File: config.mk
export PLATFORM = sky130hd
export DESIGN_NAME = reg_writeback_unit_flat
export DESIGN_NICKNAME = d
export VERILOG_FILES = /design/src/rtl/reg_writeback_unit_pkg.sv /design/src/rtl/reg_writeback_unit_if.sv /design/src/rtl/reg_writeback_unit_wb_fifo.sv /design/src/rtl/reg_writeback_unit.sv /design/src/flat_wrapper.sv
export SDC_FILE = /design/constraint.sdc
export NUM_CORES = 1
export LEC_CHECK = 0
export ABC_AREA = 1
export CAP_MARGIN = 20
export CELL_PAD_IN_SITES_DETAIL_PLACEMENT = 1
export CELL_PAD_IN_SITES_GLOBAL_PLACEMENT = 1
export CORE_MARGIN = 10
export CORE_UTILIZATION = 32
export CTS_CLUSTER_DIAMETER = 150
export DETAILED_ROUTE_END_ITERATION = 12
export PLACE_DENSITY_LB_ADDON = 0.1
export SLEW_MARGIN = 40
export SYNTH_ARGS = -nofsm -noshare
export SYNTH_HDL_FRONTEND = slang
export SYNTH_SLANG_ARGS = --single-unit
File: constraint.sdc
create_clock -name clk -period 5.1 [get_ports clk]
set_input_delay 0.765 -clock clk [delete_from_list [all_inputs] [get_ports clk]]
set_output_delay 0.765 -clock clk [all_outputs]
set_load 0.01 [all_outputs]
File: src/rtl/reg_writeback_unit_pkg.sv
// reg_writeback_unit_pkg: shared widths, FIFO sizing and the buffered write-back entry type.
package reg_writeback_unit_pkg;
    localparam int DATA_W     = 8;
    localparam int ADDR_W     = 3;
    localparam int FIFO_DEPTH = 4;
    localparam int NREG       = 2 ** ADDR_W;
    localparam int PTR_W      = $clog2(FIFO_DEPTH);
    localparam int CNT_W      = PTR_W + 1;
    localparam logic [CNT_W-1:0] DEPTH_C = CNT_W'(FIFO_DEPTH);
    typedef struct packed {
        logic [ADDR_W-1:0] addr;
        logic [DATA_W-1:0] data;
    } wb_entry_t;
endpackage

File: src/rtl/reg_writeback_unit_if.sv
// reg_writeback_unit_if: issue, ALU/load result, decode query and register-file write port signals.
interface reg_writeback_unit_if;
    import reg_writeback_unit_pkg::*;
    logic              issue_valid;
    logic [ADDR_W-1:0] issue_rd;
    logic              alu_valid;
    logic [ADDR_W-1:0] alu_rd;
    logic [DATA_W-1:0] alu_data;
    logic              alu_ready;
    logic              ld_valid;
    logic [ADDR_W-1:0] ld_rd;
    logic [DATA_W-1:0] ld_data;
    logic              ld_ready;
    logic [ADDR_W-1:0] rs1_addr;
    logic              rs1_pending;
    logic              reg_write_en;
    logic [ADDR_W-1:0] RegWriteAddr;
    logic [DATA_W-1:0] RegWriteData;
    logic              fifo_full;
    logic              fifo_empty;
    modport master (
        output issue_valid, issue_rd, alu_valid, alu_rd, alu_data, ld_valid, ld_rd, ld_data, rs1_addr,
        input  alu_ready, ld_ready, rs1_pending, reg_write_en, RegWriteAddr, RegWriteData, fifo_full, fifo_empty
    );
    modport slave (
        input  issue_valid, issue_rd, alu_valid, alu_rd, alu_data, ld_valid, ld_rd, ld_data, rs1_addr,
        output alu_ready, ld_ready, rs1_pending, reg_write_en, RegWriteAddr, RegWriteData, fifo_full, fifo_empty
    );
endinterface

File: src/rtl/reg_writeback_unit_wb_fifo.sv
// wb_fifo: 2-push/1-pop circular result buffer; entry A is stored ahead of entry B.
// Also reports whether any live entry targets the queried register.
module wb_fifo
    import reg_writeback_unit_pkg::*;
(
    input  logic              clk,
    input  logic              reset_n,
    input  logic              push_a_i,
    input  wb_entry_t         entry_a_i,
    input  logic              push_b_i,
    input  wb_entry_t         entry_b_i,
    input  logic              pop_i,
    input  logic [ADDR_W-1:0] query_i,
    output wb_entry_t         head_o,
    output logic [CNT_W-1:0]  count_o,
    output logic              full_o,
    output logic              empty_o,
    output logic              hit_o
);
    wb_entry_t        mem_q [FIFO_DEPTH];
    logic [PTR_W-1:0] wr_q, rd_q, wr_b;
    logic [CNT_W-1:0] count_q, count_d;
    logic             full_q, empty_q;
    assign wr_b    = wr_q + PTR_W'(push_a_i);
    assign count_d = count_q + CNT_W'(push_a_i) + CNT_W'(push_b_i) - CNT_W'(pop_i);
    always_ff @(posedge clk) begin
        if (push_a_i) mem_q[wr_q] <= entry_a_i;
        if (push_b_i) mem_q[wr_b] <= entry_b_i;
    end
    always_ff @(posedge clk or negedge reset_n) begin
        if (!reset_n) begin
            wr_q    <= '0;
            rd_q    <= '0;
            count_q <= '0;
            full_q  <= 1'b0;
            empty_q <= 1'b1;
        end else begin
            wr_q    <= wr_q + PTR_W'(push_a_i) + PTR_W'(push_b_i);
            rd_q    <= rd_q + PTR_W'(pop_i);
            count_q <= count_d;
            full_q  <= count_d == DEPTH_C;
            empty_q <= count_d == '0;
        end
    end
    // A slot is live when its distance from the read pointer is below the count.
    always_comb begin
        hit_o = 1'b0;
        for (int i = 0; i < FIFO_DEPTH; i++)
            if (CNT_W'(PTR_W'(PTR_W'(i) - rd_q)) < count_q && mem_q[i].addr == query_i) hit_o = 1'b1;
    end
    assign head_o  = mem_q[rd_q];
    assign count_o = count_q;
    assign full_o  = full_q;
    assign empty_o = empty_q;
endmodule

File: src/rtl/reg_writeback_unit.sv
// reg_writeback_unit: accepts ALU/load results into a buffer, drains one register-file write per
// cycle and tracks per-register pending writes for decode stalls.
module reg_writeback_unit
    import reg_writeback_unit_pkg::*;
(
    input logic                 clk,
    input logic                 reset_n,
    reg_writeback_unit_if.slave bus
);
    logic              pop, push_ld, push_alu, hit, full, empty;
    logic [CNT_W-1:0]  count, free;
    wb_entry_t         head, ld_e, alu_e;
    logic [NREG-1:0]   pend_q, pend_d;
    logic              we_q;
    logic [ADDR_W-1:0] waddr_q;
    logic [DATA_W-1:0] wdata_q;
    assign pop           = !empty;
    assign free          = DEPTH_C - count + CNT_W'(pop);
    assign bus.ld_ready  = free != '0;
    assign bus.alu_ready = free > CNT_W'(1);
    assign push_ld       = bus.ld_valid & bus.ld_ready;
    assign push_alu      = bus.alu_valid & bus.alu_ready;
    assign ld_e          = '{addr: bus.ld_rd, data: bus.ld_data};
    assign alu_e         = '{addr: bus.alu_rd, data: bus.alu_data};
    wb_fifo u_fifo (
        .clk       (clk),
        .reset_n   (reset_n),
        .push_a_i  (push_ld),
        .entry_a_i (ld_e),
        .push_b_i  (push_alu),
        .entry_b_i (alu_e),
        .pop_i     (pop),
        .query_i   (bus.rs1_addr),
        .head_o    (head),
        .count_o   (count),
        .full_o    (full),
        .empty_o   (empty),
        .hit_o     (hit)
    );
    // Issue is applied after the clear so a same-cycle re-issue keeps the bit set.
    always_comb begin
        pend_d = pend_q;
        if (pop) pend_d[head.addr] = 1'b0;
        if (bus.issue_valid) pend_d[bus.issue_rd] = 1'b1;
    end
    always_ff @(posedge clk or negedge reset_n) begin
        if (!reset_n) begin
            pend_q  <= '0;
            we_q    <= 1'b0;
            waddr_q <= '0;
            wdata_q <= '0;
        end else begin
            pend_q <= pend_d;
            we_q   <= pop;
            if (pop) begin
                waddr_q <= head.addr;
                wdata_q <= head.data;
            end
        end
    end
    assign bus.rs1_pending  = pend_q[bus.rs1_addr] | hit | (we_q & (waddr_q == bus.rs1_addr));
    assign bus.reg_write_en = we_q;
    assign bus.RegWriteAddr = waddr_q;
    assign bus.RegWriteData = wdata_q;
    assign bus.fifo_full    = full;
    assign bus.fifo_empty   = empty;
endmodule
File: src/flat_wrapper.sv
// flat-port wrapper written by rule: the top's interface ports become plain ports
module reg_writeback_unit_flat import reg_writeback_unit_pkg::*;
  (clk, reset_n, bus_issue_valid, bus_issue_rd, bus_alu_valid, bus_alu_rd, bus_alu_data, bus_ld_valid, bus_ld_rd, bus_ld_data, bus_rs1_addr, bus_alu_ready, bus_ld_ready, bus_rs1_pending, bus_reg_write_en, bus_RegWriteAddr, bus_RegWriteData, bus_fifo_full, bus_fifo_empty);
  reg_writeback_unit_if bus_i ();
  input logic clk;
  input logic reset_n;
  input wire logic [$bits(bus_i.issue_valid)-1:0] bus_issue_valid;
  input wire logic [$bits(bus_i.issue_rd)-1:0] bus_issue_rd;
  input wire logic [$bits(bus_i.alu_valid)-1:0] bus_alu_valid;
  input wire logic [$bits(bus_i.alu_rd)-1:0] bus_alu_rd;
  input wire logic [$bits(bus_i.alu_data)-1:0] bus_alu_data;
  input wire logic [$bits(bus_i.ld_valid)-1:0] bus_ld_valid;
  input wire logic [$bits(bus_i.ld_rd)-1:0] bus_ld_rd;
  input wire logic [$bits(bus_i.ld_data)-1:0] bus_ld_data;
  input wire logic [$bits(bus_i.rs1_addr)-1:0] bus_rs1_addr;
  output wire logic [$bits(bus_i.alu_ready)-1:0] bus_alu_ready;
  output wire logic [$bits(bus_i.ld_ready)-1:0] bus_ld_ready;
  output wire logic [$bits(bus_i.rs1_pending)-1:0] bus_rs1_pending;
  output wire logic [$bits(bus_i.reg_write_en)-1:0] bus_reg_write_en;
  output wire logic [$bits(bus_i.RegWriteAddr)-1:0] bus_RegWriteAddr;
  output wire logic [$bits(bus_i.RegWriteData)-1:0] bus_RegWriteData;
  output wire logic [$bits(bus_i.fifo_full)-1:0] bus_fifo_full;
  output wire logic [$bits(bus_i.fifo_empty)-1:0] bus_fifo_empty;
  assign bus_i.issue_valid = bus_issue_valid;
  assign bus_i.issue_rd = bus_issue_rd;
  assign bus_i.alu_valid = bus_alu_valid;
  assign bus_i.alu_rd = bus_alu_rd;
  assign bus_i.alu_data = bus_alu_data;
  assign bus_i.ld_valid = bus_ld_valid;
  assign bus_i.ld_rd = bus_ld_rd;
  assign bus_i.ld_data = bus_ld_data;
  assign bus_i.rs1_addr = bus_rs1_addr;
  assign bus_alu_ready = bus_i.alu_ready;
  assign bus_ld_ready = bus_i.ld_ready;
  assign bus_rs1_pending = bus_i.rs1_pending;
  assign bus_reg_write_en = bus_i.reg_write_en;
  assign bus_RegWriteAddr = bus_i.RegWriteAddr;
  assign bus_RegWriteData = bus_i.RegWriteData;
  assign bus_fifo_full = bus_i.fifo_full;
  assign bus_fifo_empty = bus_i.fifo_empty;
  reg_writeback_unit u_core (.clk(clk), .reset_n(reset_n), .bus(bus_i));
endmodule
# Word-level counts from Yosys, hierarchy flattened
# Memory sizes are Yosys's and may differ from the RTL's.
# Index checks and enable logic that the tools add are counted.
dict set report op_classes {
  eq_ne 6
  n_bitwise 8
  n_addsub 12
  reduce_logical 9
  mux 16
  magnitude_cmp 10
}
# operator count
set ops {}
lappend ops {{$mux 8} 2}
lappend ops {{$eq 3x3->1} 5}
lappend ops {{$lt 2x3->1} 4}
lappend ops {{$lt 3x4->1 const B} 3}
lappend ops {{$mux 1} 11}
lappend ops {{$add 3x1->3} 3}
lappend ops {{$and 8x8->8} 1}
lappend ops {{$not 8->8} 1}
lappend ops {{$or 8x8->8} 1}
lappend ops {{$add 2x1->2} 3}
lappend ops {{$demux 1 s3} 2}
lappend ops {{$ge 3x1->1 const B} 2}
lappend ops {{$logic_and 1x1->1} 6}
lappend ops {{$sub 1x2->2 const A} 2}
lappend ops {{$sub 2x2->2 const A} 2}
lappend ops {{$and 1x1->1} 3}
lappend ops {{$bmux 1 s3} 1}
lappend ops {{$eq 3x3->1 const B} 1}
lappend ops {{$gt 3x1->1 const B} 1}
lappend ops {{$logic_not 3->1} 1}
lappend ops {{$reduce_bool 3->1} 1}
lappend ops {{$sub 3x1->3} 1}
lappend ops {{$sub 3x3->3 const A} 1}
lappend ops {{$or 1x1->1} 2}
lappend ops {{$logic_not 1->1} 1}
dict set report totals {
  ramBits 44
  memories 1
  wordCells 71
  regBits 29
}
# name words width read_ports rd_clocked_by_memory_dff write_ports line
set mem_list {}
lappend mem_list {u_core.u_fifo.mem_q 4 11 5 0 2 reg_writeback_unit_wb_fifo.sv:20} ;# wb_entry_t mem_q [FIFO_DEPTH];

# Logic depth before layout (Yosys ltp)
# Gate-level depths: netlist of run 1.
# An unclocked memory read counts as a cell.
dict set report depth {
  depth_word 10
  mapped_depth 15
}

# By module
# A second synthesis of run 1 with hierarchy kept.
dict set report hier_totals {
  hier_cells 460
  hier_area_um2 4167.7
}
# mod area_each_um2 cells_each instances
set modules_own_cells {}
lappend modules_own_cells {wb_fifo 3181.8 329 1}
lappend modules_own_cells {reg_writeback_unit 985.9 131 1}

# Worst setup path after synthesis of run 1
# Ideal clock, no wire load.
dict set report synth_path {
  path_type {reg-to-reg}
  startpoint {register u_core.u_fifo.empty_q (netlist: u_core.u_fifo.empty_o)}
  endpoint {memory u_core.u_fifo.mem_q[1][0] in the netlist's numbering (enable)}
  path_stages_with_launch 15
  setup_time_ps 394
  n_path_buf 1
  arrival_ps 2778
  required_time_ps 4706
  path_slack_ps 1928
  path_cell_list {dfstp_2 ha_1 inv_1 ha_1 xnor2_2 nand3_1 nand2_1 inv_1 ha_1 xnor2_2 inv_2 nor2_1 nand2_1 buf_2 o21ai_0}
}
# element line
set synth_lines {}
lappend synth_lines {{start, declared} reg_writeback_unit_wb_fifo.sv:23} ;# logic full_q, empty_q;
lappend synth_lines {{start signal, assigned} reg_writeback_unit_wb_fifo.sv:36} ;# empty_q <= 1'b1;
lappend synth_lines {{start signal, assigned} reg_writeback_unit_wb_fifo.sv:42} ;# empty_q <= count_d == '0;
lappend synth_lines {{end, declared} reg_writeback_unit_wb_fifo.sv:20}

==> results of run 1 <==
-- flip-flops by register name, indices dropped and copies added, names as in the netlist --
signal	cells
u_core.u_fifo.mem_q	44
u_core.bus.RegWriteData	8
u_core.pend_q	8
u_core.bus.RegWriteAddr	3
u_core.u_fifo.count_o	3
u_core.u_fifo.rd_q	2
u_core.u_fifo.wr_q	2
u_core.bus.reg_write_en	1
u_core.u_fifo.empty_o	1
u_core.u_fifo.full_o	1
-- cells in the mapped netlist --
library cell and instances:
dfstp_2 1, o21ai_0 6, buf_2 11, nand2_4 2, nor3_2 1, nor3_1 2, buf_12 1, nor2_2 1
inv_4 1, buf_6 6, inv_2 3, fa_1 2, nand2_1 246, nand4_1 12, edfxtp_1 44, a41oi_1 3
a21oi_1 6, xnor2_1 6, clkbuf_1 3, ha_1 10, nand3_1 61, clkinv_1 1, xnor2_2 2, dfrtp_1 28
a22oi_1 1, nor2_1 35, xor2_1 3, inv_1 38, buf_1 1, nand2_2 1
-- metrics by stage --
stage                      util  power [W]  std cells  instance area [µm²]
final                     0.399    0.00354        761                 5100
after global routing      0.399    0.00388        761                 5100
after CTS                 0.399    0.00360        761                 5100
after detailed placement  0.379    0.00301        745                 4840
after global placement    0.379    0.00295        745                 4840
after floorplan               -    0.00239        538                 4230
-- critical path, delay by kind of cell (launching register included) --
family	cells	cell delay (ps)
compound gates	1	190
xor+xnor	2	380
fa+ha+maj	3	630
buf+inv	3	360
flops	1	770
simple gates	4	1310
-- per-layer routing --
layer | up-vias | GRT usage | routed length (µm)
li1 | 1822 | - | -
met2 | 64 | 0.241 | 6130
met5 | - | 0 | 0
met3 | 10 | 0.0300 | 527
met4 | 0 | 0.0431 | 127
met1 | 1821 | 0.199 | 6280
-- cell type report --
| type | instances | area (µm²) |
|---|---|---|
| clock buffers | 11 | 233 |
| repair buffers | 57 | 551 |
| fillers | 1560 | 7680 |
| flip-flops and latches | 73 | 2050 |
| well taps | 172 | 215 |
| clock inverters | 5 | 25.0 |
| multi-input cells | 400 | 1860 |
| inverters | 43 | 164 |
-- power breakdown --
group / internal, W / leakage (nW) / switching [W]
clock network: 0.000324 / 0.124 / 0.000243
logic: 0.000621 / 1.51 / 0.00111
registers: 0.00101 / 0.755 / 0.000231
total: 0.00195 / 2.39 / 0.00158
-- cells by family (layout without fill, tap and decap cells) --
family,after synthesis,count (layout)
XOR/XNOR,11,11
AND/OR/NAND/NOR,361,361
AO/OA/AOI/OAI,16,16
buffers and inverters,65,116
flip-flops,73,73
adder cells (fa/ha/maj),12,12
-- layout by cell type, fill, tap and decap left out --
cell type / synthesis / final
nor2_1: 35 / 35
xnor2_2: 2 / 2
clkdlybuf4s50_1: 0 / 49
clkbuf_16: 0 / 9
clkbuf_1: 3 / 2
nand2_4: 2 / 2
nand4_1: 12 / 12
xnor2_1: 6 / 6
a22oi_1: 1 / 1
dfstp_2: 1 / 1
buf_4: 0 / 8
a21oi_1: 6 / 6
clkinv_1: 1 / 3
edfxtp_1: 44 / 44
a41oi_1: 3 / 3
clkinvlp_4: 0 / 1
nor2_2: 1 / 1
fa_1: 2 / 2
o21ai_0: 6 / 6
nor3_2: 1 / 1
inv_2: 3 / 3
dfrtp_1: 28 / 28
ha_1: 10 / 10
nand2_2: 1 / 1
inv_1: 38 / 38
xor2_1: 3 / 3
nor3_1: 2 / 2
nand3_1: 61 / 61
clkinv_2: 0 / 2
nand2_1: 246 / 246
inv_4: 1 / 1
-- worst max path at each step --
stage	from	endpoint	slack (ps)	depth (start not counted)
after global routing	u_core.u_fifo.empty_o	u_core.u_fifo.mem_q[2][9]	850	13
after CTS	u_core.u_fifo.empty_o	u_core.u_fifo.mem_q[2][3]	1140	13
after detailed placement	u_core.u_fifo.empty_o	u_core.u_fifo.mem_q[2][2]	1180	13
after floorplan	u_core.u_fifo.empty_o	u_core.u_fifo.mem_q[1][0]	1930	14
final	u_core.u_fifo.empty_o	u_core.u_fifo.mem_q[2][8]	1140	13
after global placement	u_core.u_fifo.empty_o	u_core.u_fifo.mem_q[2][7]	1340	13
==> results.json, run 1 <==
{
  "drt_first_iter_violations": 171,
  "ys_seq_area_frac": 0.484,
  "dieArea_um2": 18200,
  "rr_endpoint": "u_core.u_fifo.mem_q[2][8]",
  "synthSimpleGateAreaFrac": 0.352,
  "gp_congestion": 0.835,
  "irDropWorstVdd_mv": 0.283,
  "synthAdderAreaFrac": 0.0390,
  "crit_path_max_incr_delay_ps": 770,
  "dp_hpwl_um": 9900,
  "setup-tns-final_ps": 0,
  "synth_area_per_cell_um2": 7.86,
  "syn_area_um2": 4230,
  "wirelength_um": 13100,
  "synth_top_area_share": 0.312,
  "start_kind": "register",
  "path_common_cell": "ha_1",
  "cts_tree": "yes",
  "io_pins": 50,
  "place_ws_ps": 1180,
  "p_leak_nw": 2.39,
  "drive_gt1_frac": 0.0543,
  "grt_pass1_vias": 3874,
  "synthesis.nets": 583,
  "yosys_register_bits": 73,
  "fp.coreArea_um2": 12800,
  "outcome": "completed",
  "dieHeight_um": 135,
  "min_path_cells": 2,
  "r2r-start": "u_core.u_fifo.empty_o",
  "criticalPathCategory": "register to register",
  "worst_setup_path_end_kind": "register",
  "worst-r2r-cell-count": 13,
  "ctsHoldBuffers": 0,
  "clock_latency_ps": 340,
  "required_ps": 5130,
  "viasPerCell": 4.88,
  "h-tree-depth": 3,
  "cts_root_buffer": "clkbuf_16",
  "chipWidth_um": 135,
  "gr-usage-all-layers": 0.150,
  "yosys.area.top_type": "edfxtp_1",
  "synth.area.mux_share": 0,
  "slowest_stage": "dfstp_2",
  "drtAntennaViolNets": 0,
  "synth_top_cells_by_area": "edfxtp_1, nand2_1, dfrtp_1",
  "antenna_found_initial": 0,
  "hold_ws_ps": 476,
  "min_to": "u_core.pend_q[6]",
  "grt_overflow_total": 0,
  "drc": 0,
  "cts_sinks": 73,
  "r2r_slack_ps": 1140,
  "core.rowCount": 41,
  "io_buffers": 49,
  "wl_per_cell_um": 17.2,
  "syn_to_final_growth_pct": 20.5,
  "syn_inst": 538,
  "setup_viol": 0,
  "cap_violations": 0,
  "post_cts_buffers": 0,
  "finalHoldViolations": 0,
  "timing.final.crit_share": 0.776,
  "vias": 3717,
  "final_nets": 629,
  "worstPathArrival_ps": 3990,
  "firstDrtPassIters": 4,
  "grt_first_pass_wirelength_um": 21300,
  "cts_buffer_depth": 2,
  "numCtsBuffers": 9,
  "synth_xor_area_frac": 0.0263,
  "fin_worst_skew_ps": 10.3,
  "crit_chain": "ha_1 > inv_1 > ha_1 > xnor2_2 > nand3_1 > nand2_1 > inv_1 > ha_1 > xnor2_2 > nor2_1 > nand2_1 > o21ai_0 > buf_4",
  "slew_violations": 0,
  "initial_core_util": 0.331,
  "path_max_fanout": 17,
  "holdCritPathClass": "register to register",
  "period_minus_slack_ps": 3960,
  "yosys_warnings": 0,
  "worst_pin_slew_ps": 765,
  "synth_cell_types": 30,
  "power.density_nw_per_um2": 694,
  "ctsResizeCount": 0,
  "grt_max_degree": 50,
  "worst_slack_ps": 1140,
  "clk_pin_slew_ps": 50,
  "rsz0062_at_grt": "no",
  "synth_top_family_by_area": "simple AND/OR/NAND/NOR gates",
  "clock.fmax_ghz": 0.253,
  "antenna_cells": 0,
  "min_from": "u_core.pend_q[6]",
  "max-slew-margin-rel": 0.488,
  "synth_compound_area_frac": 0.0222
}
(Power assumes the default switching activity.)
==> run 2: changes to the inputs <==
==> constraint.sdc (replaced) <==
create_clock -name clk -period 4.1 [get_ports clk]
set_input_delay 0.615 -clock clk [delete_from_list [all_inputs] [get_ports clk]]
set_output_delay 0.615 -clock clk [all_outputs]
set_load 0.01 [all_outputs]
==> results.json, run 2 (synthesis results as in run 1) <==
{
  "core.rowCount": 41,
  "r2r-start": "u_core.u_fifo.empty_o",
  "required_ps": 3480,
  "holdCritPathClass": "register to register",
  "firstDrtPassIters": 4,
  "setup_viol": 0,
  "finalPower_w": 0.00458,
  "final_nets": 635,
  "clock_latency_ps": 340,
  "setup-tns-final_ps": 0,
  "outcome": "completed",
  "worst-r2r-cell-count": 14,
  "antenna_found_initial": 0,
  "max-slew-margin-rel": 0.508,
  "drtAntennaViolNets": 0,
  "layout_commonest_cell": "nand2_1",
  "ctsHoldBuffers": 0,
  "cts_root_buffer": "clkbuf_16",
  "worst_pin_slew_ps": 736,
  "numCtsBuffers": 9,
  "gp_congestion": 0.783,
  "worstPathArrival_ps": 2770,
  "grt_pass1_vias": 4071,
  "r2r_slack_ps": 740,
  "gr-usage-all-layers": 0.157,
  "post_cts_buffers": 0,
  "fp.coreArea_um2": 12800,
  "drt_first_iter_violations": 168,
  "grt_first_pass_wirelength_um": 22200,
  "clock.fmax_ghz": 0.295,
  "wl_per_cell_um": 17.7,
  "cap_violations": 0,
  "drive_gt1_frac": 0.0739,
  "grt_max_degree": 50,
  "top_register": "u_core.u_fifo.mem_q",
  "chipWidth_um": 135,
  "period_minus_slack_ps": 3390,
  "min_to": "u_core.pend_q[6]",
  "min_from": "u_core.pend_q[6]",
  "dieArea_um2": 18200,
  "viasPerCell": 4.88,
  "finish.utilization": 0.406,
  "finalHoldViolations": 0,
  "initial_core_util": 0.331,
  "place_ws_ps": 735,
  "io_buffers": 49,
  "start_kind": "register",
  "drc": 0,
  "criticalPathCategory": "register to output pin",
  "ctsResizeCount": 0,
  "dp_cells": 751,
  "worst_slack_ps": 710,
  "timing.final.crit_share": 0.827,
  "vias": 3744,
  "largest_reg_flops": 44,
  "irDropWorstVdd_mv": 0.441,
  "slew_violations": 0,
  "worst_setup_path_end_kind": "output pin",
  "instances_no_fill": 767,
  "rsz0062_at_grt": "no",
  "path_max_fanout": 9,
  "power.density_nw_per_um2": 884,
  "dieHeight_um": 135,
  "clk_pin_slew_ps": 60,
  "cts_sinks": 73,
  "grt_overflow_total": 0,
  "cts_tree": "yes",
  "antenna_cells": 0,
  "syn_to_final_growth_pct": 22.4,
  "cts_buffer_depth": 2,
  "h-tree-depth": 3,
  "dp_hpwl_um": 9640,
  "layout_common_cells": "nand2_1, nand3_1, clkdlybuf4s50_1",
  "rr_endpoint": "u_core.u_fifo.mem_q[3][10]",
  "fin_worst_skew_ps": 5.57,
  "p_leak_nw": 2.44,
  "io_pins": 50,
  "wirelength_um": 13600,
  "min_path_cells": 2
}
-- run 2: critical path, stage by stage, from the launching register on --
cell             delay [ps]
dfrtp_1                 380
nand2_1                  70
clkinv_1                290
nor2_1                  250
inv_1                    70
ha_1                    270
inv_1                    50
nor2_1                   30
a21oi_1                 220
nand3_1                 110
nand2_1                  80
nor2_1                   40
nand2_1                  50
clkdlybuf4s50_1         530
-- run 2: area by class of cell --
class	instances	area, µm²
Clock buffer	10	250
Fill cell	1552	7590
Clock inverter	6	40.0
Timing Repair Buffer	63	596
Sequential cell	73	2050
Multi-Input combinational cell	400	1870
Tap cell	172	215
Inverter	43	164
-- run 2: through the flow --
step / area [µm²] / hold slack, ps
6_report: 5180 / 479
5_1_grt: 5180 / 501
4_1_cts: 5180 / 485
3_5_place_dp: 4890 / 468
3_3_place_gp: 4880 / 461
2_1_floorplan: 4230 / 319
-- run 2: metal layers --
layer,track usage,up-vias,part of all wire
met5,0,-,0
met4,0.0628,0,0.021
met3,0.0263,20,0.035
met2,0.271,70,0.50
met1,0.190,1824,0.45
li1,-,1830,-
-- run 2: worst max-delay path by stage --
stage          cells past startpoint             startpoint  slack (ps)                          to
2_1_floorplan                     14  u_core.u_fifo.empty_o         930   u_core.u_fifo.mem_q[1][0]
6_report                          13  u_core.u_fifo.rd_q[0]         710             bus_rs1_pending
5_1_grt                           14  u_core.u_fifo.empty_o         480   u_core.u_fifo.mem_q[3][0]
4_1_cts                           13  u_core.u_fifo.rd_q[0]         650             bus_rs1_pending
3_3_place_gp                      14  u_core.u_fifo.empty_o         710  u_core.u_fifo.mem_q[1][10]
3_5_place_dp                      14  u_core.u_fifo.empty_o         730   u_core.u_fifo.mem_q[3][2]
-- run 2: power by group --
| group | internal (W) | total [W] | switching [W] |
|---|---|---|---|
| Combinational | 0.000821 | 0.00234 | 0.00152 |
| Sequential | 0.00125 | 0.00146 | 0.000203 |
| Clock | 0.000447 | 0.000777 | 0.000330 |
| Total | 0.00252 | 0.00458 | 0.00206 |
